**config.mk**
```make
export PLATFORM = sky130hd
export DESIGN_NAME = cpu_decode_pipe
export DESIGN_NICKNAME = d
export VERILOG_FILES = /design/src/rtl/cpu_decode_pipe.sv
export SDC_FILE = /design/constraint.sdc
export NUM_CORES = 1
export LEC_CHECK = 0
export BUFFER_PORTS_ARGS = -buffer_cell sky130_fd_sc_hd__clkbuf_2
export CORE_ASPECT_RATIO = 0.6
export CORE_UTILIZATION = 50
export DETAILED_ROUTE_END_ITERATION = 7
export GPL_TIMING_DRIVEN = 0
export PLACE_DENSITY_LB_ADDON = 0.12
export SYNTH_ARGS = -nofsm -noshare
export SYNTH_HDL_FRONTEND = slang
export SYNTH_SLANG_ARGS = --single-unit
export TNS_END_PERCENT = 10
```
**constraint.sdc**
```tcl
create_clock -name clk_i -period 4.2 [get_ports clk_i]
set_input_delay 1.05 -clock clk_i [delete_from_list [all_inputs] [get_ports clk_i]]
set_output_delay 1.05 -clock clk_i [all_outputs]
set_load 0.1 [all_outputs]
```
**src/rtl/cpu_decode_pipe.sv**
```systemverilog
// rtl/cpu_decode_pipe.sv - moxie decode stage with valid/ready handshake, skid buffer and flush
module cpu_decode_pipe #(
  parameter int DATA_WIDTH = 32,
  parameter int OP_WIDTH   = 6,
  parameter bit SKID_EN    = 1'b1
) (
  input  logic                  clk_i,
  input  logic                  rst_ni,
  input  logic                  flush_i,
  input  logic                  in_valid_i,
  output logic                  in_ready_o,
  input  logic [15:0]           opcode_i,
  input  logic [DATA_WIDTH-1:0] operand_i,
  output logic                  out_valid_o,
  input  logic                  out_ready_i,
  output logic [OP_WIDTH-1:0]   op_o,
  output logic [3:0]            riA_o,
  output logic [3:0]            riB_o,
  output logic                  register_write_enable_o,
  output logic [3:0]            register_write_index_o,
  output logic [DATA_WIDTH-1:0] operand_o,
  output logic                  illegal_o
);

  // Form-1 ops keep their opcode byte as their code; the holes at 0x0F-0x18
  // (old form-1 branch slots) carry the relocated form-3 branches.
  localparam logic [5:0] OP_NOP    = 6'h00;
  localparam logic [5:0] OP_LDI_L  = 6'h01;
  localparam logic [5:0] OP_MOV    = 6'h02;
  localparam logic [5:0] OP_JSRA   = 6'h03;
  localparam logic [5:0] OP_ADD_L  = 6'h05;
  localparam logic [5:0] OP_LDA_L  = 6'h08;
  localparam logic [5:0] OP_STA_L  = 6'h09;
  localparam logic [5:0] OP_LD_L   = 6'h0A;
  localparam logic [5:0] OP_LDO_L  = 6'h0C;
  localparam logic [5:0] OP_STO_L  = 6'h0D;
  localparam logic [5:0] OP_BEQ    = 6'h0F;
  localparam logic [5:0] OP_BLEU   = 6'h18;
  localparam logic [5:0] OP_JMPA   = 6'h1A;
  localparam logic [5:0] OP_LDI_B  = 6'h1B;
  localparam logic [5:0] OP_LD_B   = 6'h1C;
  localparam logic [5:0] OP_LDA_B  = 6'h1D;
  localparam logic [5:0] OP_STA_B  = 6'h1F;
  localparam logic [5:0] OP_LDI_S  = 6'h20;
  localparam logic [5:0] OP_LD_S   = 6'h21;
  localparam logic [5:0] OP_LDA_S  = 6'h22;
  localparam logic [5:0] OP_STA_S  = 6'h24;
  localparam logic [5:0] OP_AND    = 6'h26;
  localparam logic [5:0] OP_LSHR   = 6'h27;
  localparam logic [5:0] OP_ASHL   = 6'h28;
  localparam logic [5:0] OP_SUB_L  = 6'h29;
  localparam logic [5:0] OP_NEG    = 6'h2A;
  localparam logic [5:0] OP_OR     = 6'h2B;
  localparam logic [5:0] OP_NOT    = 6'h2C;
  localparam logic [5:0] OP_ASHR   = 6'h2D;
  localparam logic [5:0] OP_XOR    = 6'h2E;
  localparam logic [5:0] OP_MUL_L  = 6'h2F;
  localparam logic [5:0] OP_SWI    = 6'h30;
  localparam logic [5:0] OP_DIV_L  = 6'h31;
  localparam logic [5:0] OP_UDIV_L = 6'h32;
  localparam logic [5:0] OP_MOD_L  = 6'h33;
  localparam logic [5:0] OP_UMOD_L = 6'h34;
  localparam logic [5:0] OP_LDO_B  = 6'h36;
  localparam logic [5:0] OP_STO_B  = 6'h37;
  localparam logic [5:0] OP_LDO_S  = 6'h38;
  localparam logic [5:0] OP_STO_S  = 6'h39;
  localparam logic [5:0] OP_INC    = 6'h3A;
  localparam logic [5:0] OP_DEC    = 6'h3B;
  localparam logic [5:0] OP_GSR    = 6'h3C;
  localparam logic [5:0] OP_SSR    = 6'h3D;
  localparam logic [5:0] OP_BAD    = 6'h3F;

  typedef struct packed {
    logic [5:0]            op;
    logic [3:0]            ria;
    logic [3:0]            rib;
    logic                  we;
    logic [DATA_WIDTH-1:0] opnd;
  } entry_t;

  entry_t     dec;
  entry_t     main_q;
  logic       main_vld;
  logic [5:0] code;

  // Combinational decode of the presented instruction word into a pipeline entry
  always_comb begin
    dec  = '0;
    code = OP_BAD;
    if (!opcode_i[15]) begin
      if (!opcode_i[14] && (opcode_i[13:8] <= 6'h39) &&
          !((opcode_i[13:8] >= OP_BEQ) && (opcode_i[13:8] <= OP_BLEU)))
        code = opcode_i[13:8];
    end else if (!opcode_i[14]) begin
      code = OP_INC + {4'b0000, opcode_i[13:12]};
    end else if (opcode_i[13:10] <= 4'd9) begin
      code = OP_BEQ + {2'b00, opcode_i[13:10]};
    end
    dec.op  = code;
    dec.ria = opcode_i[15] ? opcode_i[11:8] : opcode_i[7:4];
    dec.rib = opcode_i[3:0];
    case (code)
      OP_LDI_L, OP_LDI_B, OP_LDI_S, OP_MOV, OP_ADD_L, OP_SUB_L, OP_MUL_L,
      OP_DIV_L, OP_UDIV_L, OP_MOD_L, OP_UMOD_L,
      OP_LDA_L, OP_LDA_B, OP_LDA_S, OP_LD_L, OP_LD_B, OP_LD_S,
      OP_LDO_L, OP_LDO_B, OP_LDO_S,
      OP_AND, OP_OR, OP_XOR, OP_NOT, OP_NEG, OP_LSHR, OP_ASHL, OP_ASHR,
      OP_INC, OP_DEC, OP_GSR:
        dec.we = 1'b1;
      default:
        dec.we = 1'b0;
    endcase
    case (code)
      OP_LDI_L, OP_LDI_B, OP_LDI_S, OP_LDA_L, OP_LDA_B, OP_LDA_S,
      OP_STA_L, OP_STA_B, OP_STA_S, OP_LDO_L, OP_LDO_B, OP_LDO_S,
      OP_STO_L, OP_STO_B, OP_STO_S, OP_JSRA, OP_JMPA, OP_SWI:
        dec.opnd = operand_i;
      OP_INC, OP_DEC, OP_GSR, OP_SSR:
        dec.opnd = {{(DATA_WIDTH-8){1'b0}}, opcode_i[7:0]};
      default: begin
        if ((code >= OP_BEQ) && (code <= OP_BLEU))
          dec.opnd = {{(DATA_WIDTH-11){opcode_i[9]}}, opcode_i[9:0], 1'b0};
        else
          dec.opnd = '0;
      end
    endcase
  end

  if (SKID_EN) begin : g_skid
    entry_t skid_q;
    logic   skid_vld;
    logic   rdy_q;
    logic   in_fire;
    logic   out_fire;

    assign in_fire    = in_valid_i && rdy_q;
    assign out_fire   = main_vld && out_ready_i;
    assign in_ready_o = rdy_q;

    // Main/skid occupancy: a stalled main diverts input to skid, skid refills main on drain
    always_ff @(posedge clk_i or negedge rst_ni) begin
      if (!rst_ni) begin
        main_q   <= '0;
        main_vld <= 1'b0;
        skid_q   <= '0;
        skid_vld <= 1'b0;
        rdy_q    <= 1'b0;
      end else if (flush_i) begin
        main_q   <= '0;
        main_vld <= 1'b0;
        skid_vld <= 1'b0;
        rdy_q    <= 1'b1;
      end else begin
        if (!main_vld || out_fire) begin
          if (skid_vld) begin
            main_q   <= skid_q;
            main_vld <= 1'b1;
            skid_vld <= 1'b0;
          end else if (in_fire) begin
            main_q   <= dec;
            main_vld <= 1'b1;
          end else begin
            main_vld <= 1'b0;
          end
        end else if (in_fire) begin
          skid_q   <= dec;
          skid_vld <= 1'b1;
        end
        rdy_q <= !(main_vld && !out_fire && (skid_vld || in_fire));
      end
    end
  end else begin : g_single
    assign in_ready_o = !main_vld || out_ready_i;

    // Single output register: reload whenever it is empty or being drained
    always_ff @(posedge clk_i or negedge rst_ni) begin
      if (!rst_ni) begin
        main_q   <= '0;
        main_vld <= 1'b0;
      end else if (flush_i) begin
        main_q   <= '0;
        main_vld <= 1'b0;
      end else if (!main_vld || out_ready_i) begin
        main_vld <= in_valid_i;
        if (in_valid_i)
          main_q <= dec;
      end
    end
  end

  assign out_valid_o             = main_vld;
  assign op_o                    = OP_WIDTH'(main_q.op);
  assign riA_o                   = main_q.ria;
  assign riB_o                   = main_q.rib;
  assign register_write_enable_o = main_q.we;
  assign register_write_index_o  = main_q.ria;
  assign operand_o               = main_q.opnd;
  assign illegal_o               = main_vld && (main_q.op == OP_BAD);

endmodule

```
==> tab_implementation.tex <==
\begin{tabular}{lr}
\hline
Metric & Value \\
\hline
\multicolumn{2}{l}{\textbf{Run status}} \\
\quad Run status & complete, no violations \\
\multicolumn{2}{l}{\textbf{Finish}} \\
\quad ANT cells & 0 \\
\quad Signed area change from the synthesized netlist to the final layout & 27.4\% \\
\quad Final cell count without fillers & 856 \\
\quad Fraction of layout instances using a drive strength above 1 & 0.295 \\
\quad Final layout net count & 777 \\
\multicolumn{2}{l}{\textbf{GRT}} \\
\quad Via count of the first global-routing pass & 4,821 \\
\quad Pin count of the biggest net entering global routing & 52 \\
\quad Global route total overflow & 0 \\
\quad Global-route wire length before repair & 26.1 mm \\
\quad Global-route usage over all layers & 0.312 \\
\quad Antenna violations before repair & 0 \\
\multicolumn{2}{l}{\textbf{Die}} \\
\quad CORE AREA & 10,200 um2 \\
\quad Number of top-level pins & 107 \\
\quad Floorplan row count & 28 \\
\quad Die Footprint & 11,200 um2 \\
\quad Die span in x & 136 um \\
\quad Die span in y & 82.4 um \\
\quad Initial standard-cell utilization of the core & 0.531 \\
\multicolumn{2}{l}{\textbf{Setup path}} \\
\quad Highest fanout seen on the critical path & 6 \\
\quad CP endpoint kind & flop \\
\quad Launching element type of the critical path & input pin \\
\quad Arrival @ worst endpoint & 4.38 ns \\
\quad Critical path class & input pin to flop \\
\quad Required time of the critical path & 4.44 ns \\
\multicolumn{2}{l}{\textbf{STA}} \\
\quad Worst max-slew margin expressed relative to the limit & 0.326 \\
\quad Number of hold-slack violations in the final timing report & 0 \\
\quad Worst slack on hold paths & 0.482 ns \\
\quad Final min period & 4.14 ns \\
\quad Measured slew at the worst slew-check pin & 1.01 ns \\
\quad Share of the clock period used by the worst path & 0.985 \\
\quad FMAX & 0.242 GHz \\
\quad Max Clock Skew & 0.00489 ns \\
\quad Total count of max-transition violations in the final report & 0 \\
\quad Final count of negative-setup-slack endpoints & 0 \\
\multicolumn{2}{l}{\textbf{Routing}} \\
\quad Routed wire length & 16.8 mm \\
\quad Wire length per cell & 19.6 um \\
\quad Pre-antenna DRT Iters & 5 \\
\quad Initial detailed-routing violation count & 542 \\
\quad Via count & 5,222 \\
\quad Antenna viol nets, final & 0 \\
\quad Via-per-instance ratio & 6.10 \\
\quad Total DRC errors in the routed layout & 0 \\
\multicolumn{2}{l}{\textbf{Clock tree}} \\
\quad Clock-pin transition on the worst setup and hold timing paths & 0.07 ns \\
\quad Number of levels the H-tree was split into & 3 \\
\quad Master cell of the clock root buffer & sky130\_fd\_sc\_hd\_\_clkbuf\_16 \\
\quad Clock tree buffer depth & 2 \\
\quad Hold-fix buffers at CTS & 0 \\
\quad Clock tree sinks & 97 \\
\quad Source-to-sink clock delay at the later pin of the worst-skew pair & 0.35 ns \\
\quad Clock buffers created by TritonCTS & 9 \\
\quad Clock tree from TritonCTS & built \\
\multicolumn{2}{l}{\textbf{Logic synthesis}} \\
\quad Post-synthesis adder-cell area fraction & 0.0186 \\
\quad Xor and xnor fraction of the mapped netlist area & 0.00162 \\
\quad Per-instance average area after synthesis & 9.28 um2 \\
\quad Post-synth cell types & 67 \\
\quad Post-synthesis register bit count & 97 \\
\quad Number of flops mapped to enable cells by yosys & 0 \\
\quad Number of warnings printed during yosys synthesis & 0 \\
\quad Portion of netlist area occupied by mux cells & 0.0241 \\
\quad Post-synthesis share of cell area spent on and, or, nand and nor gates & 0.215 \\
\quad Share of synthesized area occupied by flip-flops and latches & 0.450 \\
\quad Fraction of registers with async set/reset & 1.00 \\
\quad Largest family of logic cells by synthesized area & compound AO/OA/AOI/OAI gates \\
\quad Flip-flop cell with the highest count after synthesis & sky130\_fd\_sc\_hd\_\_dfrtp\_1 \\
\quad Cell count after synthesis & 581 \\
\quad Area fraction in compound gates after synthesis & 0.241 \\
\quad Post-Syn Area & 5390 um2 \\
\quad Net count of the mapped netlist & 642 \\
\multicolumn{2}{l}{\textbf{Power and ir drop}} \\
\quad Power density over the cells & 421 nW/um2 \\
\quad Leakage power summed over all cells & 2.97 nW \\
\quad Max IR drop VDD & 0.268 mV \\
\multicolumn{2}{l}{\textbf{Flow run}} \\
\quad Number of max-cap violations & 0 \\
\multicolumn{2}{l}{\textbf{Placed design}} \\
\quad Number of instances in the placed design & 823 \\
\quad Number of buffers inserted by port buffering & 106 \\
\quad Final GP Congestion & 0.912 \\
\quad HPWL after detailed placement & 12.2 mm \\
\multicolumn{2}{l}{\textbf{Min path}} \\
\quad Class of the most critical hold timing path & flop to flop \\
\hline
\end{tabular}
## cells in the mapped netlist (7+ instances only)
master                     number  area (um2)
sky130_fd_sc_hd__inv_1         10        37.5
sky130_fd_sc_hd__nand2_1       86         323
sky130_fd_sc_hd__or3_1         23         144
sky130_fd_sc_hd__buf_2          8        40.0
sky130_fd_sc_hd__a21oi_1       12        60.1
sky130_fd_sc_hd__nor2_1        44         165
sky130_fd_sc_hd__buf_4          7        52.6
sky130_fd_sc_hd__nor2b_1        9        56.3
sky130_fd_sc_hd__o21ai_1        9        45.0
sky130_fd_sc_hd__dfrtp_1       97        2430
sky130_fd_sc_hd__a31oi_1       34         213
sky130_fd_sc_hd__o21ai_0       41         205
sky130_fd_sc_hd__mux2i_1       13         130
sky130_fd_sc_hd__a32o_1        22         220
sky130_fd_sc_hd__a211oi_1       8        60.1
sky130_fd_sc_hd__nor3b_1       11        82.6
sky130_fd_sc_hd__clkbuf_1      30         113
sky130_fd_sc_hd__nand2b_1      25         156
sky130_fd_sc_hd__ha_1           8         100
## routing by layer
layer	track usage	share of wire	up-vias
li1	-	-	2395
met1	0.473	0.46	2534
met2	0.446	0.42	277
met3	0.0757	0.11	16
met4	0.0633	0.0083	0
met5	0	0	-
## power breakdown
part	internal [mW]	switching [mW]	total, mW
Sequential	1.09	0.0832	1.17
Clock	0.424	0.374	0.798
Combinational	0.279	0.649	0.928
Total	1.79	1.11	2.89
## worst paths after layout
| kind | startpoint | endpoint | slack (ns) | depth (start not counted) |
|---|---|---|---|---|
| hold / removal | g_skid.skid_q[40]$_DFFE_PN0P_ | g_skid.skid_q[40]$_DFFE_PN0P_ | 0.48 | 2 |
| max in group asynchronous | rst_ni | riB_o[3]$_DFFE_PN0P_ | 2.77 | 2 |
| setup / recovery | opcode_i[11] | operand_o[15]$_DFFE_PN0P_ | 0.06 | 17 |
| setup reg to reg | out_valid_o$_DFFE_PN0N_ | g_skid.skid_q[24]$_DFFE_PN0P_ | 1.96 | 7 |
| min in group asynchronous | rst_ni | op_o[0]$_DFFE_PN0P_ | 0.75 | 1 |
| hold reg to reg | g_skid.skid_q[40]$_DFFE_PN0P_ | g_skid.skid_q[40]$_DFFE_PN0P_ | 0.48 | 2 |
## repair_timing
item	in CTS	in global routing
cloned	0	2
resized for setup	27	26
endpoints found under the setup margin	64	61
buffers inserted	8	7
pin swaps	8	15
## cells in the final DEF (no fill, tap or decap), types with 9 or more instances in the layout
cell type,instances
sky130_fd_sc_hd__clkbuf_16,9
sky130_fd_sc_hd__a32o_1,22
sky130_fd_sc_hd__nand2b_1,24
sky130_fd_sc_hd__clkbuf_2,104
sky130_fd_sc_hd__dfrtp_1,97
sky130_fd_sc_hd__nor3b_1,11
sky130_fd_sc_hd__nor2b_1,9
sky130_fd_sc_hd__clkbuf_1,28
sky130_fd_sc_hd__nor2_1,43
sky130_fd_sc_hd__buf_4,23
sky130_fd_sc_hd__nand2_1,85
sky130_fd_sc_hd__or3_1,23
sky130_fd_sc_hd__a21oi_1,10
sky130_fd_sc_hd__a31oi_1,34
sky130_fd_sc_hd__mux2i_1,12
sky130_fd_sc_hd__o21ai_0,41
## sequential cells by signal, indices dropped and copies added (netlist names)
signal                   cells
register_write_enable_o      1
in_ready_o                   1
operand_o                   32
g_skid.skid_vld              1
riB_o                        4
register_write_index_o       4
op_o                         6
out_valid_o                  1
g_skid.skid_q               47
## worst max-delay path, cell delays in order
cell	delay, ns
sky130_fd_sc_hd__clkbuf_4	0.16
sky130_fd_sc_hd__inv_1	0.09
sky130_fd_sc_hd__ha_2	0.21
sky130_fd_sc_hd__o21bai_4	0.18
sky130_fd_sc_hd__a21oi_4	0.12
sky130_fd_sc_hd__a22oi_2	0.23
sky130_fd_sc_hd__o21ai_4	0.12
sky130_fd_sc_hd__ha_4	0.19
sky130_fd_sc_hd__nand2b_1	0.12
sky130_fd_sc_hd__a2111oi_4	0.05
sky130_fd_sc_hd__a32oi_2	0.29
sky130_fd_sc_hd__o21a_1	0.22
sky130_fd_sc_hd__o22ai_4	0.11
sky130_fd_sc_hd__or3_4	0.44
sky130_fd_sc_hd__o31a_4	0.40
sky130_fd_sc_hd__buf_4	0.18
sky130_fd_sc_hd__a32o_1	0.21
## per-stage QoR
stage / TNS [ns] / utilization / setup slack, ns / total power [mW] / instance area, um2
3_5_place_dp: -48.30 / 0.612 / -0.972 / 2.03 / 6220
6_report: 0 / 0.676 / 0.0625 / 2.89 / 6870
2_1_floorplan: 0 / - / 0.00243 / 1.80 / 5490
3_3_place_gp: -41.65 / 0.609 / -0.826 / 1.99 / 6190
5_1_grt: -0.356 / 0.676 / -0.0267 / 3.02 / 6870
4_1_cts: -0.00191 / 0.661 / -0.00191 / 2.86 / 6710
## layout make-up
| type | instances | area (um2) |
|---|---|---|
| fill | 847 | 3290 |
| multi-input combinational | 425 | 2990 |
| sequential | 97 | 2430 |
| timing repair buffer | 124 | 701 |
| buffer | 49 | 258 |
| clock buffer | 10 | 239 |
| tap | 135 | 169 |
| clock inverter | 6 | 48.8 |
| inverter | 10 | 40.0 |
## cells by family after synthesis
kind of cell	Yosys count
and+or+nand+nor	231
AOI/OAI and AO/OA	172
DFF	97
buffers and inverters	59
muxes	13
adders and majority gates	8
xor gates and xnor gates	1
Note: power is estimated with default switching activity, not from simulation.
